`src/rtl/thread_scheduler_if.sv`:
```
// Fetch-stage scheduler bundle: run/stall/redirect controls in, PC bank
// selects and the kill mask out.
interface thread_scheduler_if #(
  parameter int NUM_THREADS = 5,
  parameter int TID_W       = 3,
  parameter int PIPE_DEPTH  = 4
);
  logic [NUM_THREADS-1:0] thread_en;
  logic                   stall;
  logic                   redirect_valid;
  logic [TID_W-1:0]       redirect_tid;
  logic                   fetch_valid;
  logic [TID_W-1:0]       sel_read;
  logic [TID_W-1:0]       sel_write;
  logic                   pc_en;
  logic [PIPE_DEPTH-1:0]  kill_mask;

  modport master (
    output thread_en, stall, redirect_valid, redirect_tid,
    input  fetch_valid, sel_read, sel_write, pc_en, kill_mask
  );

  modport slave (
    input  thread_en, stall, redirect_valid, redirect_tid,
    output fetch_valid, sel_read, sel_write, pc_en, kill_mask
  );
endinterface

```
`src/rtl/thread_scheduler.sv`:
```
// Round-robin barrel-fetch thread scheduler. A tag shift register records
// which thread owns each in-flight slot so a thread never has more than one
// instruction in the pipe. Outputs are combinational from state + inputs.
module thread_scheduler #(
  parameter int NUM_THREADS = 5,
  parameter int TID_W       = 3,
  parameter int PIPE_DEPTH  = 4
) (
  input  logic              clk,
  input  logic              reset,
  thread_scheduler_if.slave bus
);

  logic [TID_W-1:0]       rr_ptr_q, rr_ptr_d;
  logic [PIPE_DEPTH-1:0]  slot_vld_q, slot_vld_d;
  logic [TID_W-1:0]       slot_tid_q [PIPE_DEPTH];
  logic [TID_W-1:0]       slot_tid_d [PIPE_DEPTH];

  logic [NUM_THREADS-1:0] busy;
  logic [NUM_THREADS-1:0] elig;
  logic [PIPE_DEPTH-1:0]  kill;
  logic                   redir_ok;
  logic                   found;
  logic [TID_W-1:0]       pick;
  logic                   fetch_valid;
  logic [TID_W-1:0]       sel_read;

  // Out-of-range redirect targets are dropped entirely.
  assign redir_ok = bus.redirect_valid && (int'(bus.redirect_tid) < NUM_THREADS);

  // A thread is busy while any valid slot carries its tag.
  always_comb begin
    busy = '0;
    for (int t = 0; t < NUM_THREADS; t++) begin
      for (int i = 0; i < PIPE_DEPTH; i++) begin
        if (slot_vld_q[i] && (slot_tid_q[i] == TID_W'(t))) busy[t] = 1'b1;
      end
    end
  end

  // Eligible: enabled, nothing in flight, and not being redirected right now.
  always_comb begin
    elig = '0;
    for (int t = 0; t < NUM_THREADS; t++) begin
      elig[t] = bus.thread_en[t] && !busy[t] &&
                !(redir_ok && (bus.redirect_tid == TID_W'(t)));
    end
  end

  // Round-robin search starting just after the last issued thread, ending on it.
  always_comb begin
    logic [TID_W-1:0] idx;
    found = 1'b0;
    pick  = '0;
    idx   = '0;
    for (int k = 1; k <= NUM_THREADS; k++) begin
      idx = TID_W'((int'(rr_ptr_q) + k) % NUM_THREADS);
      if (!found && elig[idx]) begin
        found = 1'b1;
        pick  = idx;
      end
    end
  end

  // Slots squashed by this cycle's redirect.
  always_comb begin
    kill = '0;
    for (int i = 0; i < PIPE_DEPTH; i++) begin
      kill[i] = redir_ok && slot_vld_q[i] && (slot_tid_q[i] == bus.redirect_tid);
    end
  end

  assign fetch_valid = found && !bus.stall && !reset;
  assign sel_read    = fetch_valid ? pick : '0;

  // PC bank controls; redirect write-back wins over the PC+4 write-back.
  always_comb begin
    bus.fetch_valid = fetch_valid;
    bus.sel_read    = sel_read;
    bus.pc_en       = redir_ok || fetch_valid;
    bus.sel_write   = redir_ok ? bus.redirect_tid : sel_read;
    bus.kill_mask   = kill;
    if (reset) begin
      bus.pc_en     = 1'b0;
      bus.sel_write = '0;
      bus.kill_mask = '0;
    end
  end

  // Next state: shift tags when running, freeze them under stall; kills apply either way.
  always_comb begin
    rr_ptr_d   = rr_ptr_q;
    slot_vld_d = slot_vld_q & ~kill;
    slot_tid_d = slot_tid_q;
    if (!bus.stall) begin
      slot_vld_d[0] = fetch_valid;
      slot_tid_d[0] = sel_read;
      for (int i = 1; i < PIPE_DEPTH; i++) begin
        slot_vld_d[i] = slot_vld_q[i-1] && !kill[i-1];
        slot_tid_d[i] = slot_tid_q[i-1];
      end
      if (fetch_valid) rr_ptr_d = sel_read;
    end
  end

  // State registers; reset parks the pointer on the last thread so thread 0 goes first.
  always_ff @(posedge clk) begin
    if (reset) begin
      rr_ptr_q   <= TID_W'(NUM_THREADS - 1);
      slot_vld_q <= '0;
      for (int i = 0; i < PIPE_DEPTH; i++) slot_tid_q[i] <= '0;
    end else begin
      rr_ptr_q   <= rr_ptr_d;
      slot_vld_q <= slot_vld_d;
      slot_tid_q <= slot_tid_d;
    end
  end

endmodule

```
`src/flat_wrapper.sv`:
```
// flat-port wrapper written by rule: the top's interface ports become plain ports
module thread_scheduler_flat 
#(
  parameter int NUM_THREADS = 5,
  parameter int TID_W       = 3,
  parameter int PIPE_DEPTH  = 4
)
  (clk, reset, bus_thread_en, bus_stall, bus_redirect_valid, bus_redirect_tid, bus_fetch_valid, bus_sel_read, bus_sel_write, bus_pc_en, bus_kill_mask);
  thread_scheduler_if #(.NUM_THREADS(NUM_THREADS), .TID_W(TID_W), .PIPE_DEPTH(PIPE_DEPTH)) bus_i ();
  input  logic clk;
  input  logic reset;
  input wire logic [$bits(bus_i.thread_en)-1:0] bus_thread_en;
  input wire logic [$bits(bus_i.stall)-1:0] bus_stall;
  input wire logic [$bits(bus_i.redirect_valid)-1:0] bus_redirect_valid;
  input wire logic [$bits(bus_i.redirect_tid)-1:0] bus_redirect_tid;
  output wire logic [$bits(bus_i.fetch_valid)-1:0] bus_fetch_valid;
  output wire logic [$bits(bus_i.sel_read)-1:0] bus_sel_read;
  output wire logic [$bits(bus_i.sel_write)-1:0] bus_sel_write;
  output wire logic [$bits(bus_i.pc_en)-1:0] bus_pc_en;
  output wire logic [$bits(bus_i.kill_mask)-1:0] bus_kill_mask;
  assign bus_i.thread_en = bus_thread_en;
  assign bus_i.stall = bus_stall;
  assign bus_i.redirect_valid = bus_redirect_valid;
  assign bus_i.redirect_tid = bus_redirect_tid;
  assign bus_fetch_valid = bus_i.fetch_valid;
  assign bus_sel_read = bus_i.sel_read;
  assign bus_sel_write = bus_i.sel_write;
  assign bus_pc_en = bus_i.pc_en;
  assign bus_kill_mask = bus_i.kill_mask;
  thread_scheduler #(.NUM_THREADS(NUM_THREADS), .TID_W(TID_W), .PIPE_DEPTH(PIPE_DEPTH)) u_core (.clk(clk), .reset(reset), .bus(bus_i));
endmodule
```
`config.mk`:
```
export PLATFORM = sky130hd
export DESIGN_NAME = thread_scheduler_flat
export DESIGN_NICKNAME = d
export VERILOG_FILES = /design/src/rtl/thread_scheduler_if.sv /design/src/rtl/thread_scheduler.sv /design/src/flat_wrapper.sv
export SDC_FILE = /design/constraint.sdc
export NUM_CORES = 1
export LEC_CHECK = 0
export BUFFER_PORTS_ARGS = -buffer_cell sky130_fd_sc_hd__buf_2
export CAP_MARGIN = 20
export CORE_AREA = 4 4 90 92
export DETAILED_ROUTE_END_ITERATION = 16
export DIE_AREA = 0 0 94 96
export SETUP_SLACK_MARGIN = 0.05
export SKIP_LAST_GASP = 1
export SLEW_MARGIN = 10
export SYNTH_ARGS = -nofsm -noshare
export SYNTH_HDL_FRONTEND = slang
export SYNTH_SLANG_ARGS = --single-unit
```
`constraint.sdc`:
```
create_clock -name clk -period 5.65 [get_ports clk]
set_clock_uncertainty 0.05 [all_clocks]
set_input_delay 0.565 -clock clk [delete_from_list [all_inputs] [get_ports clk]]
set_output_delay 0.565 -clock clk [all_outputs]
set_load 0.03 [all_outputs]
```
---- Word level (Yosys, flattened, before mapping) ----
Index checks and enable logic that the tools add are counted.
storage, ports and cells
  flip-flop bits (word level) ............. 19
  input bits .............................. 12
cells by class
  add/sub/neg operators ................... 5
  divide/modulo/power cells ............... 5
  magnitude comparators ................... 6
  equality and inequality tests ........... 24
  multiplexer cells ....................... 46
  bitwise operators ....................... 3
  reduce and logical (&&, ||, !) cells .... 79
operators with widths
  kind                   count
  $mod 32x4->32 const B  5
  $logic_and 1x1->1      53
  $mux 1                 31
  $eq 3x2->1 const B     10
  $mux 3                 8
  $lt 3x4->1 const B     5
  $logic_not 1->1        19
  $bmux 1 s3             5
  $eq 3x1->1 const B     5
  $eq 3x3->1 const B     5
  $logic_not 3->1        5
  $eq 3x3->1             4
  $add 3x2->4 const B    2
  $add 3x3->4 const B    2
  $mux 4                 2
  $add 3x1->4 const B    1
  $and 4x4->4            1
  $not 4->4              1
  $lt 3x3->1 const B     1
  $reduce_and 2->1       1
  $logic_or 1x1->1       1
  $not 1->1              1

---- Longest topological paths before layout ----
Gate-level depths: netlist (run 1).
  word-level depth ........................ 29
  gate-level depth with buffers ........... 20
  gate-level depth less buffers ........... 18

---- Worst setup path after synthesis (run 1) ----
Ideal clock, no wire load.
  path type ............................... flip-flop to output port
  from .................................... reg u_core.rr_ptr_q[0]
  to ...................................... out bus_sel_write[2]
  arrival ................................. 4804 ps
  setup slack ............................. 231 ps
  cell stages (with the launch flop) ...... 17
  path buffers ............................ 3
  cells stage by stage .................... dfxtp_1 -> buf_2 -> inv_1 -> clkbuf_1 -> ha_1 -> buf_2 -> inv_1 -> ha_1 -> and4bb_1 -> a211oi_1 -> a311oi_1 -> a221o_1 -> a311o_4 -> o21a_1 -> o211ai_2 -> nand3b_1 -> a221oi_1
between the ends
  word-level cells in the longest chain between the ends .. 22
ends and longest elaborated chain
  what                             line                     source
  start: declaration               thread_scheduler.sv:14   logic [TID_W-1:0] rr_ptr_q, rr_ptr_d;
  start signal: assignment         thread_scheduler.sv:109  rr_ptr_q <= TID_W'(NUM_THREADS - 1);
  start signal: assignment         thread_scheduler.sv:113  rr_ptr_q <= rr_ptr_d;
  $add 3x1->4                      thread_scheduler.sv:57   idx = TID_W'((int'(rr_ptr_q) + k) % NUM_THREADS);
  $mod 32x4->32                    thread_scheduler.sv:57
  $bmux 1 s3                       thread_scheduler.sv:58   if (!found && elig[idx]) begin
  $mux 1 (implied by the code)     thread_scheduler.sv:58
  $mux 1                           thread_scheduler.sv:58
  $logic_not 1->1                  thread_scheduler.sv:58
  $logic_and 1x1->1                thread_scheduler.sv:58
  $mux 1                           thread_scheduler.sv:58
  (+5 left out)                    --
  $mux 1                           thread_scheduler.sv:58
  $logic_not 1->1                  thread_scheduler.sv:58
  $logic_and 1x1->1                thread_scheduler.sv:58
  $mux 1                           thread_scheduler.sv:58
  $logic_and 1x1->1 (2 in series)  thread_scheduler.sv:73   assign fetch_valid = found && !bus.stall && !reset;
  $mux 3 *                         thread_scheduler.sv:74   assign sel_read = fetch_valid ? pick : '0;
  $mux 3 *                         thread_scheduler.sv:81   bus.sel_write = redir_ok ? bus.redirect_tid : sel_read;
  $mux 3 *                         thread_scheduler.sv:83   if (reset) begin
  end: declaration                 flat_wrapper.sv:18       output wire logic [$bits(bus_i.sel_write)-1:0] bus_sel_write;
Every way passes the cells marked *; elsewhere a longest branch is shown, timed or not. The select of a mux whose other input is x is not followed.

---- Final worst setup path (run 1) ----
  from .................................... reg u_core.rr_ptr_q[1]
  to ...................................... out bus_sel_write[2]
Same word-level chain as after synthesis.

==> run_results.csv, run 1 <==
group,metric,value,unit
pwr,vdd_drop_max,0.222,mV
logic_synthesis,synth-main-ff-cell,"dfxtp_1",
status,outcome,"finished, final reports clean",
finish,final_util,48.2,%
timing,hold_viol,0,
finish,stdcell_count,524,
timing,relSlewSlack,50.2,%
global_route,track_usage,20.4,%
logic_synthesis,muxShareOfSynthArea,8.05,%
timing,rsz0062_at_grt,"no",
logic_synthesis,netlist_area,0.00325,sq mm
drt,drt-initial-drc-count,325,
timing,timing.fmax,0.191,GHz
timing,fin_crit_sh,92.7,%
drt,avgViaCountPerCell,6.13,
worst_setup_path,crit_start,"u_core.rr_ptr_q[1]",
global_route,grt_start_max_net_pins,29,
floorplanning,die_h,96,um
logic_synthesis,synth_xor_area_share,5.62,%
logic_synthesis,synthArstFlopShare,0,%
placed_design,dpl.hpwl,7.06,mm
worst_setup_path,crit_required,5.04,ns
cts,cts_tree,"done",
worst_setup_path,critical_path_buf_inv_count,4,
worst_setup_path,rrSetupSlack,1.35,ns
drt,vias,3213,
worst_setup_path,worst_path_largest_cell_delay,0.48,ns
finish,fin_nets,461,
finish,final_area,0.00347,sq mm
floorplanning,row_count,31,
drt,totalWireLength,9.08,mm
finish,syn2layout_area_growth,6.97,%
logic_synthesis,synth_fp_nets,450,
worst_setup_path,critical_path.max_fanout,8,
floorplanning,die-width,94,um
timing,worst_slew_pin_slew,0.741,ns
timing,fin_crit,5.24,ns
cts,clk_pin_slew,0.08,ns
placed_design,dp_worst_setup_slack,0.547,ns
cts,postCtsSetupRepairBufs,0,
floorplanning,die_area,0.00902,sq mm
worst_setup_path,critPathKind,"flop to output port",
drt,wl_per_cell,17.3,um
placed_design,port_buffers,23,
pwr,leakage,1.40,nW
floorplanning,core,0.00721,sq mm
global_route,grt_pass1_vias,2984,
logic_synthesis,synth.most_common_cell,"nor2_1",
worst_setup_path,cpMostUsedCell,"ha_1",
worst_setup_path,crit_path_end_kind,"output port",
cts,cts_made_buffers,3,
timing,fin_ws,0.413,ns
timing,finalMaxSlewViolations,0,
global_route,grt_pass1_wl,15.0,mm
finish,drive_above_1_share,16.9,%
timing,fin_setup_tns,0,ns
worst_setup_path,r2r-end,"u_core.slot_tid_q[10]",
global_route,overflow,0,
cts,htreeDepth,1,
logic_synthesis,synth-compound-area-share,26.5,%
logic_synthesis,synth.top_cell.area_share,11.7,%
drt,drc,0,
floorplanning,initial_core_util,45.0,%
worst_setup_path,slowest_stage,"a311o_4",
placed_design,placed_cells,520,
logic_synthesis,seq_area_frac_synth,11.7,%
logic_synthesis,synth.avg_cell_area,7.83,sq um
worst_setup_path,worstPathCellList,"inv_1, ha_1, xnor2_2, inv_2, ha_1, inv_1, ha_1, and4bb_1, a2111oi_0, a41oi_1, xor2_1, nand2b_1, a311o_4, o21a_1, o211ai_2, nand3b_1, a221oi_1, buf_2",
finish,antenna_cells,0,
cts,cts.sinks,19,
worst_setup_path,start_kind,"flop",
worst_setup_path,crit_family,"compound AO/OA/AOI/OAI gates",
placed_design,place_congestion,0.955,
timing,setup_violations,0,
flow_run,drv_cap,0,
drt,drtAntennaViolNets,0,
cts,cts_root_buf,"clkbuf_8",
worst_setup_path,crit_end,"bus_sel_write[2]",
logic_synthesis,synth_seq_cells,19,
cts,cts-root-to-sink-buffers,2,
worst_setup_path,worst-r2r-cell-count,17,
worst_setup_path,crit_arrival,4.62,ns
floorplanning,io_pins,24,
placed_design,place_area,0.00342,sq mm
worst_setup_path,r2r-start,"u_core.rr_ptr_q[1]",
pwr,powerDensity,576,mW/mm^2
drt,drt_pass1_iterations,4,
logic_synthesis,synth_edf_count,0,
logic_synthesis,synth_area_leaders,"dfxtp_1, ha_1, mux2i_1, nor2_1, a21oi_1",
logic_synthesis,synth-adder-area-share,8.86,%
logic_synthesis,ys_warn_count,0,
logic_synthesis,yosys.area.top_type,"dfxtp_1",
logic_synthesis,netlist_instances,415,
worst_setup_path,cp.depth,18,
global_route,antenna_found_initial,1,
logic_synthesis,yosys.area_share.simple,32.6,%
logic_synthesis,synth_top_family_by_area,"simple AND/OR/NAND/NOR gates",
min_path,hp-class,"flop to flop",
cts,clkLatencyLatePin,0.26,ns
logic_synthesis,synth_common_cells,"nor2_1, ha_1, nand2_1, inv_1",
logic_synthesis,yosysUniqueCellTypes,85,
[kinds of logic after synthesis]
| kind of cell | Yosys count |
|---|---|
| AO/OA/AOI/OAI | 109 |
| XOR/XNOR | 20 |
| adder cells (fa/ha/maj) | 23 |
| buffers and inverters | 48 |
| flip-flops | 19 |
| multiplexers | 22 |
| AND/OR/NAND/NOR | 174 |
[registers in the layout (all words and copies together), names as in the netlist]
register,flops
u_core.slot_tid_q,12
u_core.slot_vld_q,4
u_core.rr_ptr_q,3
[power breakdown]
group / leakage (nW) / switching (W) / internal [W]
logic: 1.22 / 0.00101 / 0.000696
clock network: 0.0255 / 0.0000521 / 0.0000492
registers: 0.155 / 0.0000414 / 0.000157
total: 1.40 / 0.00110 / 0.000902
[timing repair]
item	in CTS	in global routing
hold buffers	0	0
gates resized for setup	0	1
setup endpoints to repair	0	5
[stage by stage]
step | power [W] | hold WS [ns]
after floorplan | 0.00155 | 0.468
after global placement | 0.00186 | 0.472
after detailed placement | 0.00188 | 0.478
after CTS | 0.00199 | 0.499
after global routing | 0.00219 | 0.526
final | 0.00200 | 0.487
[final cells by class]
cell class | count | area [sq um]
multi-input cells | 348 | 2660
flip-flops and latches | 19 | 380
fillers | 754 | 3740
clock inverters | 1 | 5.00
inverters | 22 | 82.6
clock buffers | 3 | 41.3
repair buffers | 32 | 183
well taps | 99 | 124
[layer usage]
metal | wire (um) | global-route usage [%] | vias to the layer above
li1 | - | - | 1582
met3 | 358 | 2.58 | 6
met1 | 4470 | 30.0 | 1549
met5 | 13 | 0 | -
met2 | 4150 | 32.5 | 74
met4 | 87 | 2.77 | 2
[layout by cell type (no fill, tap or decap), types with 11 or more instances in the layout]
| cell type | Yosys | routed |
|---|---|---|
| buf_2 | 8 | 23 |
| nand2_1 | 21 | 21 |
| a21oi_1 | 19 | 19 |
| dfxtp_1 | 19 | 19 |
| mux2i_1 | 16 | 16 |
| nor3_1 | 12 | 12 |
| inv_1 | 20 | 20 |
| o21ai_0 | 11 | 11 |
| ha_1 | 23 | 23 |
| nor2_1 | 42 | 42 |
[worst min-delay path by stage]
stage | start | to | cells after the start
after floorplan | u_core.slot_tid_q[11] | u_core.slot_tid_q[11] | 2
after global placement | u_core.rr_ptr_q[1] | u_core.rr_ptr_q[1] | 1
after detailed placement | u_core.rr_ptr_q[1] | u_core.rr_ptr_q[1] | 1
after CTS | u_core.rr_ptr_q[1] | u_core.rr_ptr_q[1] | 1
after global routing | u_core.rr_ptr_q[1] | u_core.rr_ptr_q[1] | 1
final | u_core.rr_ptr_q[1] | u_core.rr_ptr_q[1] | 1
(Power assumes the default switching activity.)
==> run 2: changes to the inputs <==
Settings changed: ABC_AREA from default to 1, CORE_AREA 4 4 90 92 to 4 4 86 88, DIE_AREA 0 0 94 96 to 0 0 90 92.
==> run 2 against run 1 <==
Count of clock-buffer cells in the layout unchanged. Critical path depth up 4. Worst hold slack better by 0.014 ns. Final area down 11%. Largest cell class unchanged. First-iteration DRC count down 12%. Sequential cell count unchanged. Final cell count up 13%. Global-route usage down 0.37 points. Via count up 1.2%. Die area down 8.2%. Setup slack better by 0.28 ns.
==> run_results.csv, run 2 <==
group,metric,value,unit
cts,postCtsSetupRepairBufs,0,
logic_synthesis,synth_seq_cells,19,
status,outcome,"finished, final reports clean",
drt,drtAntennaViolNets,0,
timing,finalMaxSlewViolations,0,
logic_synthesis,synth_edf_count,0,
worst_setup_path,r2r-start,"u_core.rr_ptr_q[0]",
logic_synthesis,synth_area_leaders,"nand2_1, dfxtp_1, nand3_1, ha_1, inv_1",
timing,worst_slew_pin_slew,0.502,ns
drt,vias,3250,
cts,clkLatencyLatePin,0.27,ns
global_route,antenna_found_initial,0,
worst_setup_path,rrSetupSlack,1.61,ns
timing,hold_viol,0,
global_route,track_usage,20.0,%
drt,drt_pass1_iterations,5,
logic_synthesis,synth_fp_nets,534,
logic_synthesis,synth.most_common_cell,"nand2_1",
drt,drc,0,
drt,totalWireLength,8.38,mm
worst_setup_path,start_kind,"flop",
min_path,hp-class,"flop to flop",
worst_setup_path,crit_arrival,4.34,ns
placed_design,port_buffers,23,
cts,cts.repair.resized,0,
placed_design,place_congestion,0.840,
worst_setup_path,crit_required,5.04,ns
cts,cts.sinks,19,
logic_synthesis,synth_common_cells,"nand2_1, nand3_1, inv_1, nor2_1, nand4_1",
drt,wl_per_cell,14.1,um
logic_synthesis,synth.top_cell.area_share,17.2,%
drt,avgViaCountPerCell,5.47,
cts,cts_tree,"done",
timing,fin_setup_tns,0,ns
logic_synthesis,synthArstFlopShare,0,%
timing,setup_violations,0,
timing,rsz0062_at_grt,"no",
timing,fin_crit,4.96,ns
finish,final_common_cell,"nand2_1",
global_route,grt_pass1_vias,2918,
finish,antenna_cells,0,
worst_setup_path,critical_path.max_fanout,13,
logic_synthesis,synth-main-ff-cell,"dfxtp_1",
floorplanning,die-width,90,um
logic_synthesis,netlist_area,0.00289,sq mm
timing,relSlewSlack,66.2,%
finish,drive_above_1_share,14.0,%
floorplanning,die_h,92,um
min_path,min_from,"u_core.slot_tid_q[11]",
floorplanning,io_pins,24,
global_route,grt_start_max_net_pins,25,
finish,final_util,46.6,%
drt,drt-initial-drc-count,287,
logic_synthesis,seq_area_frac_synth,13.2,%
worst_setup_path,worst-r2r-cell-count,22,
logic_synthesis,yosysUniqueCellTypes,36,
logic_synthesis,netlist_instances,499,
finish,fin_nets,550,
cts,postCtsHoldBufs,0,
finish,stdcell_count,594,
worst_setup_path,critPathKind,"flop to output port",
global_route,grt_pass1_wl,13.8,mm
min_path,hold_depth,2,
cts,cts_made_buffers,3,
flow_run,drv_cap,0,
placed_design,place_area,0.00305,sq mm
cts,cts-root-to-sink-buffers,2,
worst_setup_path,crit_path_end_kind,"output port",
global_route,overflow,0,
timing,fin_crit_sh,87.7,%
min_path,worstHoldEndpoint,"u_core.slot_tid_q[11]",
floorplanning,die_area,0.00828,sq mm
placed_design,dpl.hpwl,6.69,mm
placed_design,placed_cells,590,
floorplanning,row_count,30,
cts,cts_root_buf,"clkbuf_8",
finish,reg_top3,"u_core.slot_tid_q x12, u_core.slot_vld_q x4, u_core.rr_ptr_q x3",
timing,timing.fmax,0.202,GHz
finish,layout_common_cells,"nand2_1, nand3_1, inv_1",
logic_synthesis,ys_warn_count,0,
finish,final_area,0.00310,sq mm
floorplanning,core,0.00664,sq mm
finish,syn2layout_area_growth,7.32,%
finish,largest_register_ffs,12,
logic_synthesis,synth.avg_cell_area,5.79,sq um
logic_synthesis,yosys.area.top_type,"nand2_1",
worst_setup_path,r2r-end,"u_core.rr_ptr_q[0]",
floorplanning,initial_core_util,43.5,%
cts,clk_pin_slew,0.08,ns
finish,regMostFlops,"u_core.slot_tid_q",
cts,htreeDepth,1,
run 2: logic make-up after synthesis:
kind of cell	count (synthesis)	share of synthesized area [%]
buffers and inverters	85	11.5
AO/OA/AOI/OAI	62	12.1
AND/OR/NAND/NOR	308	52.6
XOR/XNOR	2	0.607
flip-flops	19	13.2
adder cells (fa/ha/maj)	23	9.97
run 2: cell type report:
type / count / area, sq um
clock buffer: 3 / 41.3
multi-input combinational: 395 / 2180
clock inverter: 1 / 5.00
timing repair buffer: 25 / 130
fill: 718 / 3540
inverter: 71 / 267
sequential: 19 / 380
tap: 80 / 100
run 2: how the worst max path moves through the flow:
stage,slack (ns),startpoint,to
final,0.69,u_core.rr_ptr_q[0],bus_sel_write[1]
after CTS,0.67,u_core.rr_ptr_q[0],bus_sel_write[1]
after floorplan,1.30,u_core.rr_ptr_q[0],bus_sel_write[0]
after global routing,0.06,u_core.rr_ptr_q[0],bus_sel_write[1]
after detailed placement,0.93,u_core.rr_ptr_q[0],bus_sel_write[1]
after global placement,1.12,u_core.rr_ptr_q[0],bus_sel_write[0]
run 2: through the flow:
step | hold WS [ns] | setup slack (ns)
after detailed placement | 0.489 | 0.932
after global placement | 0.478 | 1.12
after global routing | 0.535 | 0.0610
after floorplan | 0.428 | 1.30
after CTS | 0.507 | 0.670
final | 0.501 | 0.694
run 2: critical path, cell delays in order, from the launching register on:
cell,delay (ns)
dfxtp_1,0.34
clkinv_1,0.29
ha_1,0.66
clkinv_1,0.37
ha_1,0.31
nor2_1,0.13
nand3_2,0.12
nand2_1,0.09
nand2_1,0.07
nand2_1,0.13
nand2_1,0.06
nand2_1,0.06
nand2_1,0.09
nand2_1,0.12
nand2_1,0.06
nand3_1,0.13
nand3_4,0.13
nand4_2,0.14
nand3_4,0.14
nor2_2,0.18
nand3_1,0.08
a21oi_1,0.13
buf_2,0.21
run 2: metal layers:
| metal | track usage (%) | wire length, um |
|---|---|---|
| met4 | 5.74 | 119 |
| met1 | 28.2 | 4040 |
| met2 | 32.5 | 3740 |
| met3 | 1.97 | 482 |
| met5 | 0 | 0 |
Power of run 2 is not shown: default switching activity piles up to over one toggle a cycle in this logic, so the estimate is an artifact.
==> run 3: changes to the inputs <==
Settings changed: CORE_AREA 4 4 86 88 to 4 4 79 95, DIE_AREA 0 0 90 92 to 0 0 83 99, SKIP_LAST_GASP 1 to default.
==> run 3 against run 2 <==
Setup slack worse by 0.046 ns. Critical path depth increased by 4. Largest cell class unchanged. Via count increased by 1.1%. Routed wire length up 1.0%.
==> run_results.csv, run 3 (synthesis gave the netlist of run 2 again) <==
group,metric,value,unit
status,outcome,"finished, final reports clean",
finish,multi_input_area,0.00218,sq mm
worst_setup_path,crit_required,5.04,ns
global_route,antenna_found_initial,0,
floorplanning,die-width,83,um
finish,largest_register_ffs,12,
flow_run,drv_cap,0,
floorplanning,row_count,32,
global_route,track_usage,20.6,%
worst_setup_path,r2r-start,"u_core.rr_ptr_q[1]",
placed_design,port_buffers,23,
drt,vias,3286,
worst_setup_path,critPathKind,"flop to output port",
timing,hold_viol,0,
timing,timing.fmax,0.200,GHz
cts,clk_pin_slew,0.07,ns
cts,cts.repair.resized,0,
cts,cts_tree,"done",
min_path,worstHoldEndpoint,"u_core.slot_tid_q[11]",
finish,fillers,744,
worst_setup_path,rrSetupSlack,1.56,ns
drt,wl_per_cell,14.1,um
finish,syn2layout_area_growth,7.50,%
cts,cts-root-to-sink-buffers,2,
cts,postCtsSetupRepairBufs,0,
timing,fin_crit_sh,88.5,%
finish,seqCellArea,380,sq um
timing,setup_violations,0,
cts,htreeDepth,1,
finish,layout_common_cells,"nand2_1, nand3_1, inv_1",
drt,avgViaCountPerCell,5.49,
timing,fin_setup_tns,0,ns
min_path,hold_depth,2,
floorplanning,die_h,99,um
cts,cts_root_buf,"clkbuf_8",
global_route,grt_start_max_net_pins,25,
placed_design,place_congestion,0.926,
worst_setup_path,crit_path_end_kind,"output port",
worst_setup_path,crit_arrival,4.39,ns
drt,drt_pass1_iterations,6,
cts,cts.sinks,19,
global_route,grt_pass1_vias,3064,
floorplanning,io_pins,24,
cts,clkLatencyLatePin,0.27,ns
min_path,hp-class,"flop to flop",
floorplanning,core,0.00649,sq mm
global_route,grt_pass1_wl,14.1,mm
global_route,overflow,0,
cts,cts_made_buffers,3,
drt,drt-initial-drc-count,245,
worst_setup_path,r2r-end,"u_core.slot_tid_q[11]",
finish,final_common_cell,"nand2_1",
finish,drive_above_1_share,13.8,%
timing,worst_slew_pin_slew,0.501,ns
drt,totalWireLength,8.47,mm
min_path,min_from,"u_core.slot_tid_q[11]",
floorplanning,initial_core_util,44.5,%
finish,antenna_cells,0,
drt,drc,0,
timing,finalMaxSlewViolations,0,
timing,rsz0062_at_grt,"no",
timing,relSlewSlack,66.3,%
drt,drtAntennaViolNets,0,
worst_setup_path,critical_path.max_fanout,12,
finish,regMostFlops,"u_core.slot_tid_q",
worst_setup_path,start_kind,"flop",
finish,fin_nets,550,
finish,reg_top3,"u_core.slot_tid_q x12, u_core.slot_vld_q x4, u_core.rr_ptr_q x3",
placed_design,dpl.hpwl,6.87,mm
timing,fin_crit,5.00,ns
worst_setup_path,worst-r2r-cell-count,26,
floorplanning,die_area,0.00822,sq mm
cts,postCtsHoldBufs,0,
==> run 3: changes by cell type in the layout (fill, tap and decap cells not counted), sizes merged <==
cell / before / now
clkinv: 4 / 3
clkbuf: 3 / 4
==> run 3: layout make-up <==
cell class                      instances  area share [%]
Multi-Input combinational cell        395            70.1
Sequential cell                        19            12.3
Inverter                               71            8.59
Timing Repair Buffer                   25            4.19
Tap cell                               85            3.43
Clock buffer                            4            1.45
==> run 3: critical path: stages, from the launching register on <==
cell and delay, ns:
dfxtp_1 0.60, ha_1 0.44, inv_1 0.11, nand2_1 0.09, nand2_2 0.10, ha_1 0.21
nor2_1 0.14, nand3_1 0.18, nand2_1 0.12, nand2_1 0.05, nand2_1 0.12, ha_1 0.16
inv_1 0.03, nand2_1 0.07, nand3_2 0.13, nand2_1 0.17, nand2_1 0.10, nand2_1 0.16
nand3_1 0.09, nand3_1 0.08, nand2_1 0.07, nand4_2 0.12, nand3_4 0.15, nor2_2 0.14
nand3_1 0.08, a21oi_1 0.16, buf_2 0.22
==> run 3: worst max path at each step <==
| stage | start | endpoint | slack, ns | depth (start not counted) |
|---|---|---|---|---|
| 6_report | u_core.rr_ptr_q[1] | bus_sel_write[2] | 0.65 | 26 |
| 5_1_grt | u_core.rr_ptr_q[1] | bus_sel_write[2] | 0.24 | 26 |
| 4_1_cts | u_core.rr_ptr_q[1] | bus_sel_write[0] | 0.68 | 26 |
| 3_5_place_dp | u_core.rr_ptr_q[1] | bus_sel_write[0] | 1.0 | 26 |
| 3_3_place_gp | u_core.rr_ptr_q[1] | bus_sel_write[2] | 1.02 | 26 |
| 2_1_floorplan | u_core.rr_ptr_q[0] | bus_sel_write[0] | 1.30 | 23 |
==> run 3: metal layers <==
| layer | GRT usage (%) | routed length [um] |
|---|---|---|
| met1 | 22.6 | 3490 |
| met2 | 39.3 | 4330 |
| met3 | 2.01 | 288 |
| met4 | 9.69 | 359 |
| met5 | 0 | 0 |
==> run 3: stage by stage <==
step	area (sq um)	instances	hold WS, ns	worst slack [ns]	utilization [%]
CTS	3100	599	0.478	0.682	47.9
finish	3100	599	0.475	0.648	47.9
global route	3100	599	0.527	0.242	47.9
detailed placement	3060	595	0.467	0.998	47.2
floorplan	2890	499	0.428	1.30	-
global placement	3060	595	0.466	1.02	47.2
Power of run 3 is left out for the same reason.
